===== src/rtl/step_sequencer.sv =====
// Multicycle step sequencer: walks steps 1..5 per instruction, holds on memory
// stalls, ends at the class-dependent last step, and supports HALT/Resume.
module step_sequencer #(
   parameter int COUNT_WIDTH = 16
) (
   input  logic                   Clock,
   input  logic                   Reset,
   input  logic [3:0]             Opcode,
   input  logic                   MemWait,
   input  logic                   Resume,
   output logic [2:0]             Step,
   output logic [4:0]             StepOneHot,
   output logic                   IRLoad,
   output logic                   Stall,
   output logic                   Retire,
   output logic [COUNT_WIDTH-1:0] InstrCount,
   output logic                   Halted
);

   typedef enum logic {S_RUN, S_HALTED} state_e;
   typedef enum logic [2:0] {C_ALU, C_LOAD, C_STORE, C_BRANCH, C_HALT} cls_e;

   state_e                 state_q, state_d;
   cls_e                   cls_q, cls_d, cls_cur;
   logic [2:0]             step_q, step_d;
   logic [COUNT_WIDTH-1:0] cnt_q, cnt_d;
   logic                   run, legal, stall_en, stall, retire;

   function automatic cls_e decode(input logic [3:0] op);
      casez (op)
         4'b00??: decode = C_ALU;
         4'b01??: decode = C_LOAD;
         4'b10??: decode = C_STORE;
         4'b1111: decode = C_HALT;
         default: decode = C_BRANCH;
      endcase
   endfunction

   function automatic logic [2:0] last_step(input cls_e c);
      case (c)
         C_LOAD:   last_step = 3'd5;
         C_BRANCH: last_step = 3'd3;
         C_HALT:   last_step = 3'd2;
         default:  last_step = 3'd4;
      endcase
   endfunction

   // Step 2 decides its own retire from live Opcode; later steps use the latch.
   always_comb begin
      run      = (state_q == S_RUN);
      legal    = (step_q >= 3'd1) && (step_q <= 3'd5);
      cls_cur  = (step_q == 3'd2) ? decode(Opcode) : cls_q;
      stall_en = (step_q == 3'd1) ||
                 ((step_q == 3'd4) && (cls_q == C_LOAD || cls_q == C_STORE));
      stall    = !Reset && run && stall_en && MemWait;
      retire   = !Reset && run && legal && !stall && (step_q == last_step(cls_cur));
      IRLoad   = !Reset && run && (step_q == 3'd1) && !MemWait;
   end

   always_comb begin
      state_d = state_q;
      step_d  = step_q;
      cls_d   = cls_q;
      cnt_d   = cnt_q;
      if (!run) begin
         step_d = 3'd0;
         if (Resume) begin
            state_d = S_RUN;
            step_d  = 3'd1;
         end
      end else begin
         if (step_q == 3'd2) cls_d = cls_cur;
         if (!legal) begin
            step_d = 3'd1;
         end else if (stall) begin
            step_d = step_q;
         end else if (retire) begin
            cnt_d = cnt_q + COUNT_WIDTH'(1);
            if (cls_cur == C_HALT) begin
               state_d = S_HALTED;
               step_d  = 3'd0;
            end else begin
               step_d = 3'd1;
            end
         end else begin
            step_d = (step_q == 3'd5) ? 3'd1 : step_q + 3'd1;
         end
      end
   end

   always_ff @(posedge Clock) begin
      if (Reset) begin
         state_q <= S_RUN;
         step_q  <= 3'd1;
         cls_q   <= C_ALU;
         cnt_q   <= '0;
      end else begin
         state_q <= state_d;
         step_q  <= step_d;
         cls_q   <= cls_d;
         cnt_q   <= cnt_d;
      end
   end

   always_comb begin
      StepOneHot = '0;
      for (int i = 0; i < 5; i++) StepOneHot[i] = (step_q == 3'(i + 1));
   end

   assign Step       = step_q;
   assign Stall      = stall;
   assign Retire     = retire;
   assign InstrCount = cnt_q;
   assign Halted     = (state_q == S_HALTED);

endmodule


===== config.mk =====
export PLATFORM = sky130hd
export DESIGN_NAME = step_sequencer
export DESIGN_NICKNAME = d
export VERILOG_FILES = /design/src/rtl/step_sequencer.sv
export SDC_FILE = /design/constraint.sdc
export NUM_CORES = 1
export LEC_CHECK = 0
export ABC_AREA = 1
export BUFFER_PORTS_ARGS = -buffer_cell sky130_fd_sc_hd__buf_2
export CAP_MARGIN = 20
export CORE_ASPECT_RATIO = 1.5
export CORE_MARGIN = 2
export CORE_UTILIZATION = 53
export DETAILED_ROUTE_END_ITERATION = 7
export PLACE_DENSITY = 0.88
export SETUP_SLACK_MARGIN = 0.3
export SYNTH_ARGS = -nofsm -noshare
export SYNTH_HDL_FRONTEND = slang
export SYNTH_SLANG_ARGS = --single-unit

===== constraint.sdc =====
create_clock -name Clock -period 1.82 [get_ports Clock]
set_input_delay 0.091 -clock Clock [delete_from_list [all_inputs] [get_ports Clock]]
set_output_delay 0.091 -clock Clock [all_outputs]
set_load 0.005 [all_outputs]

Word level (Yosys, flattened, before mapping). Index checks and enable logic that the tools add are counted. W data, S select, Z words.

Logic and storage cells: 59. Input port bits: 8. Output and inout port bits: 28. Register bits: 23.

Equal/unequal tests: 15. Bitwise gates (word level): 2. Magnitude comparators: 2. Reductions and logical operators: 18. Muxes and demuxes: 16. $add $sub $neg: 2.

Operators by type and width (count): $mux W3 (6); $add A16 B1 Y16 const B (1); $eq A3 B2 Y1 const B (4); $pmux W3 S4 (1); $logic_and A1 B1 Y1 (10); $eq A3 B1 Y1 const B (3); $eq A3 B3 Y1 const B (3); $pmux W3 S3 (1); $mux W1 (8); $eq A4 B4 Y1 const B (1); $reduce_and A4 Y1 (1); $add A3 B1 Y3 const B (1); $eq A3 B3 Y1 (1); $ge A3 B1 Y1 const B (1); $le A3 B3 Y1 const B (1); $logic_not A1 Y1 (3); $ne A3 B3 Y1 const B (1); $eq A2 B1 Y1 const B (1); $eq A2 B2 Y1 const B (1); $logic_not A2 Y1 (1); $logic_or A1 B1 Y1 (2); $not A1 Y1 (2); $reduce_and A2 Y1 (1).

Logic depth before layout (Yosys ltp). Gate-level depths: netlist (run 1).

Word-level depth: 13. Depth in mapped cells: 15. Depth with buffers taken out: 14.

Worst setup path before layout (run 1). Ideal clock, no wire load.

Path type: reg-to-reg. Start point: reg step_q[1] (netlist: Step[1]). End point: reg step_q[0] (netlist: Step[0]). Path slack: 0.160 ns. Cell stages (with the launch flop): 15. Path buffers: 1. Data arrival time: 1.548 ns. Data required time: 1.708 ns. Clock period less this slack: 1.660 ns. Setup time: 0.112 ns. Cells stage by stage: dfxtp_1 > nand2_2 > nor2_4 > nand2_2 > nand2_2 > nand2_1 > nand2_1 > nand2_1 > nor2_4 > nand3_2 > buf_6 > nand2_1 > nand2_1 > nand2_1 > nand2_1.

Elaborated cells on any way between the ends: 28.

RTL lines: start: declaration (line 25) `logic [2:0] step_q, step_d;`; start signal: assignment (line 99) `step_q <= step_d;`; $eq A3 B2 Y1 *; via StepOneHot[1] (line 12) `output logic [4:0] StepOneHot,`; $mux W3 * (line 52) `cls_cur = (step_q == 3'd2) ? decode(Opcode) : cls_q;`; $eq A3 B3 Y1 (tied with other cells) (line 40, 79); $pmux W3 S3 (line 40) `case (c)`; $eq A3 B3 Y1 (line 56) `retire = !Reset && run && legal && !stall && (step_q == last_step(cls_cur));`; $logic_and A1 B1 Y1 (line 56); $mux W3 * (line 77) `end else if (retire) begin`; $mux W3 * (line 75) `end else if (stall) begin`; $mux W3 * (line 73) `if (!legal) begin`; $mux W3 * (line 65) `if (!run) begin`.

Mark *: on every way through the listed nets, which the timed path passes. The rest lies on a longest branch. The select of a mux whose other input is x is not followed. A chain may end at the register's enable or synchronous reset.

Worst setup path in the final report (run 1).
Start point: reg step_q[0] (netlist: Step[0]). End point: reg step_q[1] (netlist: Step[1]).

Cells in the longest elaborated chain, start to end: 12. Elaborated cells on any way between the ends: 28.

Ends and longest elaborated chain: parallel branches: the longest is 12 deep, another holds $eq A3 B2 Y1.

Several ways; the timed one is not identified. The select of a mux whose other input is x is not followed.

==> impl_metrics.env, run 1 <==
export IMPL_status="finished with violations"
export IMPL_violations="setup timing"
export IMPL_crit_type="flip-flop to flip-flop"
export IMPL_yosysUniqueCellTypes=27
export IMPL_yosys_area_share_simple_pct=39.3
export IMPL_cts_sinks=23
export IMPL_die_area_mm2=0.00333
export IMPL_path_clk_slew_ns=0.09
export IMPL_clk_latency_ns=0.28
export IMPL_antenna_found_initial=0
export IMPL_synth_seq_area_share_pct=30.2
export IMPL_first_pass_iters=4
export IMPL_cts_made_buffers=3
export IMPL_cts_hold_buf=0
export IMPL_slew_violations=0
export IMPL_dp_hpwl_um=2890
export IMPL_peakVddDrop_mv=0.931
export IMPL_setup_viol_count_final=20
export IMPL_start_util_pct=56.3
export IMPL_ys_seq_elements=23
export IMPL_gp_congestion=0.861
export IMPL_grt_util_all_layers_pct=32.9
export IMPL_gr_total_overflow=0
export IMPL_synthArstFlopShare_pct=0
export IMPL_setup_slack_ns=-0.133
export IMPL_fin_area_mm2=0.00229
export IMPL_hold_viol_final=0
export IMPL_synth_compound_area_share_pct=11.8
export IMPL_min_period_ns=1.95
export IMPL_arrival_ns=2.10
export IMPL_synth_area_leaders="dfxtp_1 (30%), nand2_1 (13%), nand4_1 (6.6%)"
export IMPL_max_cap_viol_count=0
export IMPL_routed_via_density=5.84
export IMPL_die_x_um=47.8
export IMPL_synth_mux_area_share_pct=0
export IMPL_h_tree_depth=1
export IMPL_cts_root_buf="clkbuf_8"
export IMPL_synth_top_family_by_area="simple AND/OR/NAND/NOR gates"
export IMPL_syn2layout_area_growth_pct=50.6
export IMPL_coreArea_mm2=0.00271
export IMPL_layout_drive_gt1_share_pct=46.5
export IMPL_setup_tns_ns=-2.08
export IMPL_grt_pass1_wl_um=8060
export IMPL_leakagePower_uw=0.00103
export IMPL_synth_adder_area_share_pct=1.64
export IMPL_avgRoutedWirePerCell_um=16.6
export IMPL_yosys_area_top_type_share_pct=30.2
export IMPL_yosysTopAreaCell="dfxtp_1"
export IMPL_synthesis_area_mm2=0.00152
export IMPL_cp_max_fo=5
export IMPL_finalClockSkew_ns=0.00963
export IMPL_synthCells=223
export IMPL_post_route_period_util_pct=107
export IMPL_synth_flop_cell="dfxtp_1"
export IMPL_first_global_vias=1754
export IMPL_cp_start_kind="flip-flop"
export IMPL_die_h_um=69.6
export IMPL_hold_class="input port to flip-flop"
export IMPL_antenna_cells=0
export IMPL_synth_warnings=0
export IMPL_p_per_area_mw_per_mm2=1030
export IMPL_totalWireLength_um=5360
export IMPL_drt_iter0_drc=99
export IMPL_syn_avg_cell_area_um2=6.83
export IMPL_clockBufferDepth=2
export IMPL_synth_xor_xnor_area_share_pct=8.05
export IMPL_vias=1887
export IMPL_synth_edf_count=0
export IMPL_grt_max_degree=22
export IMPL_endpoint_kind="flip-flop"
export IMPL_synth_most_common_cell="nand2_1"
export IMPL_cts_tree="done"
export IMPL_worst_pin_slew_ns=0.328
export IMPL_synth_nets=233
export IMPL_io_pins=36
export IMPL_cp_required_ns=1.97
export IMPL_place_ws_ns=0.0359
export IMPL_final_nets=297
export IMPL_num_rows=23
export IMPL_fmax_ghz=0.512
export IMPL_drtAntennaViolNets=0
export IMPL_io_buffer_count=35
export IMPL_synthTopCellsByCount="nand2_1 (52), dfxtp_1 (23), inv_1 (20)"
export IMPL_relSlewSlack_pct=78.0
export IMPL_rsz0062_at_grt="true"
export IMPL_drc=0
export IMPL_final_core_util_pct=84.8
export IMPL_placed_area_mm2=0.00181
## what timing repair did
| action | CTS | global route |
|---|---|---|
| cloned | 3 | 0 |
| resized for setup | 44 | 16 |
| pin swaps | 9 | 13 |
| buffers inserted | 11 | 6 |
| setup endpoints to repair | 22 | 22 |
## flip-flops by register name, indices dropped and copies added (netlist names)
| name | count |
|---|---|
| Halted | 1 |
| cls_q | 3 |
| Step | 3 |
| InstrCount | 16 |
## final timing paths
kind | start | endpoint | slack, ns | cells after the start
hold / removal | Opcode[3] | cls_q[1] | 0.12 | 3
setup reg to reg | Step[0] | Step[1] | -0.13 | 15
hold reg to reg | InstrCount[15] | InstrCount[15] | 0.50 | 2
setup / recovery | Step[0] | Step[1] | -0.13 | 15
## cells in the final DEF (no fill, tap or decap), drive strengths merged, types with 2 or more instances in the layout
master  count
xor2        9
clkbuf      3
nor2       21
nand3      18
a21oi      23
buf        66
xnor2       5
nand2      62
o21ai       7
nand4      16
clkinv      2
dfxtp      23
ha          2
inv        23
nor3        3
## kinds of logic after synthesis
logic type | after synthesis
AO/OA/AOI/OAI | 31
XOR/XNOR | 14
adder cells (fa/ha/maj) | 2
buffers and inverters | 31
flip-flops | 23
AND/OR/NAND/NOR | 122
## critical path, cell delays in order, from the launching register on
cell     delay (ns)
dfxtp_4        0.36
inv_6          0.07
nand2_4        0.05
nor2_4         0.18
nand2_2        0.09
nand2_4        0.10
nand2_2        0.06
nand2_2        0.06
nand2_2        0.06
nor2_4         0.16
nand3_4        0.11
buf_4          0.15
buf_6          0.13
buf_16         0.13
nand3_1        0.07
nor2_1         0.05
## stage by stage
| stage | hold slack (ns) | total power (µW) | instances |
|---|---|---|---|
| 4_1_cts | 0.120 | 2060 | 317 |
| 5_1_grt | 0.134 | 2450 | 323 |
| 3_5_place_dp | 0.401 | 1510 | 299 |
| 3_3_place_gp | 0.401 | 1490 | 299 |
| 6_report | 0.117 | 2350 | 323 |
| 2_1_floorplan | 0.218 | 1250 | 223 |
## power breakdown
part	switching [µW]	internal [µW]	total, µW
registers	84.5	565	650
logic	790	582	1370
clock network	176	154	330
total	1050	1300	2350
## per-layer routing
layer  GRT usage (%)  share of wire [%]
met1            37.8                 37
met2            55.6                 54
met3            4.95                5.2
met4            15.0                4.0
met5               0                  0
## cell type report
class                      instances  area (µm²)
multi-input combinational        169        1080
timing repair buffer              66         538
sequential                        23         472
fill                             172         412
inverter                          24         113
tap                               37        46.3
clock buffer                       3        41.3
clock inverter                     1        5.00
No activity file was read; power rests on OpenSTA's default activity.
==> run 2, diff against run 1 <==
CELL_PAD_IN_SITES_DETAIL_PLACEMENT = 1   (was default)
CELL_PAD_IN_SITES_GLOBAL_PLACEMENT = 2   (was default)
CORE_UTILIZATION = 28   (was 53)
PLACE_DENSITY = 0.86   (was 0.88)
==> run 2 against run 1 <==
The flow still finishes with violations (setup timing). Global-route usage is 16 points lower. Routed wire length is 8.2% lower. Final area is 11% lower. Final cell count is 5.9% higher. Sequential share of layout area is 2.6 points higher. Count of clock-buffer cells in the layout is 1 higher. Critical path depth is 4 lower. Critical path type is now flip-flop to primary output.
==> impl_metrics.env, run 2 (synthesis gave the netlist of run 1 again) <==
export IMPL_h_tree_depth=1
export IMPL_final_nets=285
export IMPL_reg2reg_depth=12
export IMPL_io_pins=36
export IMPL_top_layer="met4"
export IMPL_num_rows=32
export IMPL_routed_via_density=4.93
export IMPL_violations="setup timing"
export IMPL_cp_common_cell="nand2_1"
export IMPL_fin_cells=342
export IMPL_final_core_util_pct=39.2
export IMPL_largest_reg_flops=16
export IMPL_crit_chain="inv_6 > buf_4 > o211ai_1 > nand2_1 > nor2_1 > nand2_1 > nor2_4 > nand3_4 > buf_12 > clkinv_8 > buf_6"
export IMPL_start_util_pct=29.3
export IMPL_min_period_ns=1.89
export IMPL_layout_drive_gt1_share_pct=34.7
export IMPL_endpoint_kind="primary output"
export IMPL_hp_start="Resume"
export IMPL_max_stage_delay_ns=0.37
export IMPL_vias=1687
export IMPL_setup_viol_count_final=9
export IMPL_fin_area_mm2=0.00204
export IMPL_p_per_area_mw_per_mm2=1000
export IMPL_final_common_cell="nand2_1"
export IMPL_arrival_ns=1.80
export IMPL_die_h_um=94.3
export IMPL_grt_util_all_layers_pct=17.0
export IMPL_clk_latency_ns=0.27
export IMPL_cts_sinks=23
export IMPL_drtAntennaViolNets=0
export IMPL_min_to="Halted"
export IMPL_placed_area_mm2=0.00186
export IMPL_coreArea_mm2=0.00520
export IMPL_dp_hpwl_um=3550
export IMPL_fmax_ghz=0.529
export IMPL_leakagePower_uw=0.000933
export IMPL_wl_met3_um=148
export IMPL_cts_root_buf="clkbuf_8"
export IMPL_cp_max_fo=4
export IMPL_gp_congestion=0.791
export IMPL_hold_class="input port to flip-flop"
export IMPL_r2r_slack_ns=-0.02
export IMPL_post_route_period_util_pct=104
export IMPL_io_buffer_count=35
export IMPL_grt_pass1_wl_um=8110
export IMPL_hold_viol_final=0
export IMPL_cts_tree="done"
export IMPL_antenna_found_initial=0
export IMPL_relSlewSlack_pct=75.3
export IMPL_crit_path_top_delay_cell="dfxtp_4"
export IMPL_status="finished with violations"
export IMPL_worst_pin_slew_ns=0.366
export IMPL_die_x_um=64.2
export IMPL_crit_type="flip-flop to primary output"
export IMPL_r2r_start="Step[0]"
export IMPL_drt_iter0_drc=46
export IMPL_cts_made_buffers=3
export IMPL_gr_total_overflow=0
export IMPL_finalClockSkew_ns=0.00541
export IMPL_antenna_cells=0
export IMPL_drt_met1_wl_um=2010
export IMPL_avgRoutedWirePerCell_um=14.4
export IMPL_cp_start_kind="flip-flop"
export IMPL_dp_cells=331
export IMPL_first_pass_iters=4
export IMPL_slew_violations=0
export IMPL_wl_met2_um=2700
export IMPL_rsz0062_at_grt="true"
export IMPL_r2r_end="InstrCount[14]"
export IMPL_die_area_mm2=0.00606
export IMPL_first_global_vias=1715
export IMPL_max_cap_viol_count=0
export IMPL_cts_hold_buf=0
export IMPL_clockBufferDepth=2
export IMPL_totalWireLength_um=4920
export IMPL_worstHoldPathCells=4
export IMPL_syn2layout_area_growth_pct=34.0
export IMPL_critPathTopFamily="simple AND/OR/NAND/NOR gates"
export IMPL_grt_max_degree=21
export IMPL_drc=0
export IMPL_final_cell_mix="nand2_1 (49), buf_2 (34), dfxtp_1 (19), inv_1 (19)"
export IMPL_path_clk_slew_ns=0.08
export IMPL_cp_required_ns=1.73
export IMPL_path_buf_inv=5
export IMPL_peakVddDrop_mv=0.307
export IMPL_setup_slack_ns=-0.0712
[run 2: cell types whose count changed in the layout (fill, tap and decap cells not counted), sizes merged]
cell,before,now
buf,66,54
clkbuf,3,4
clkinv,2,1
[run 2: worst max path at each step]
stage             startpoint        endpoint  slack (ns)  cells after the start
3_5_place_dp   InstrCount[0]  InstrCount[14]       -0.04                      7
5_1_grt              Step[2]          Retire       -0.15                     12
3_3_place_gp   InstrCount[0]  InstrCount[14]        0.03                      7
2_1_floorplan        Step[0]         Step[0]        0.22                     15
4_1_cts              Step[0]          Retire       -0.05                     13
6_report             Step[0]          Retire       -0.07                     11
[run 2: worst reg2reg max path, delay by kind of cell, from the launching register on]
family          cells  cell delay (ns)
flops               1             0.37
buf+inv             4             0.50
compound gates      2             0.26
simple gates        6             0.59
[run 2: power breakdown]
group	switching [µW]	internal, µW
clock	177	157
sequential	81.2	566
combinational	659	410
[run 2: timing repair]
item / in CTS / in global routing
pin swaps: 7 / 2
setup buffers: 5 / 2
setup endpoints to repair: 22 / 22
resized for setup: 13 / 7
[run 2: layer usage]
layer,vias up,global-route usage (%)
met5,-,0
met4,0,4.26
met1,808,18.6
met3,6,1.20
li1,838,-
met2,35,34.5
[run 2: final cells by class]
cell class	count	area, µm²
timing repair buffer	54	340
tap	68	85.1
clock buffer	4	45.0
inverter	24	110
multi-input combinational	169	987
fill	691	3160
sequential	23	473
[run 2: stage by stage]
| stage | hold WS (ns) | TNS, ns | setup WS [ns] | power, µW |
|---|---|---|---|---|
| final | 0.114 | -0.147 | -0.0712 | 2050 |
| after global routing | 0.133 | -1.65 | -0.153 | 2200 |
| after CTS | 0.112 | -0.0504 | -0.0504 | 2010 |
| after detailed placement | 0.403 | -0.0558 | -0.0449 | 1570 |
| after global placement | 0.394 | 0 | 0.0288 | 1570 |
| after floorplan | 0.218 | 0 | 0.220 | 1250 |
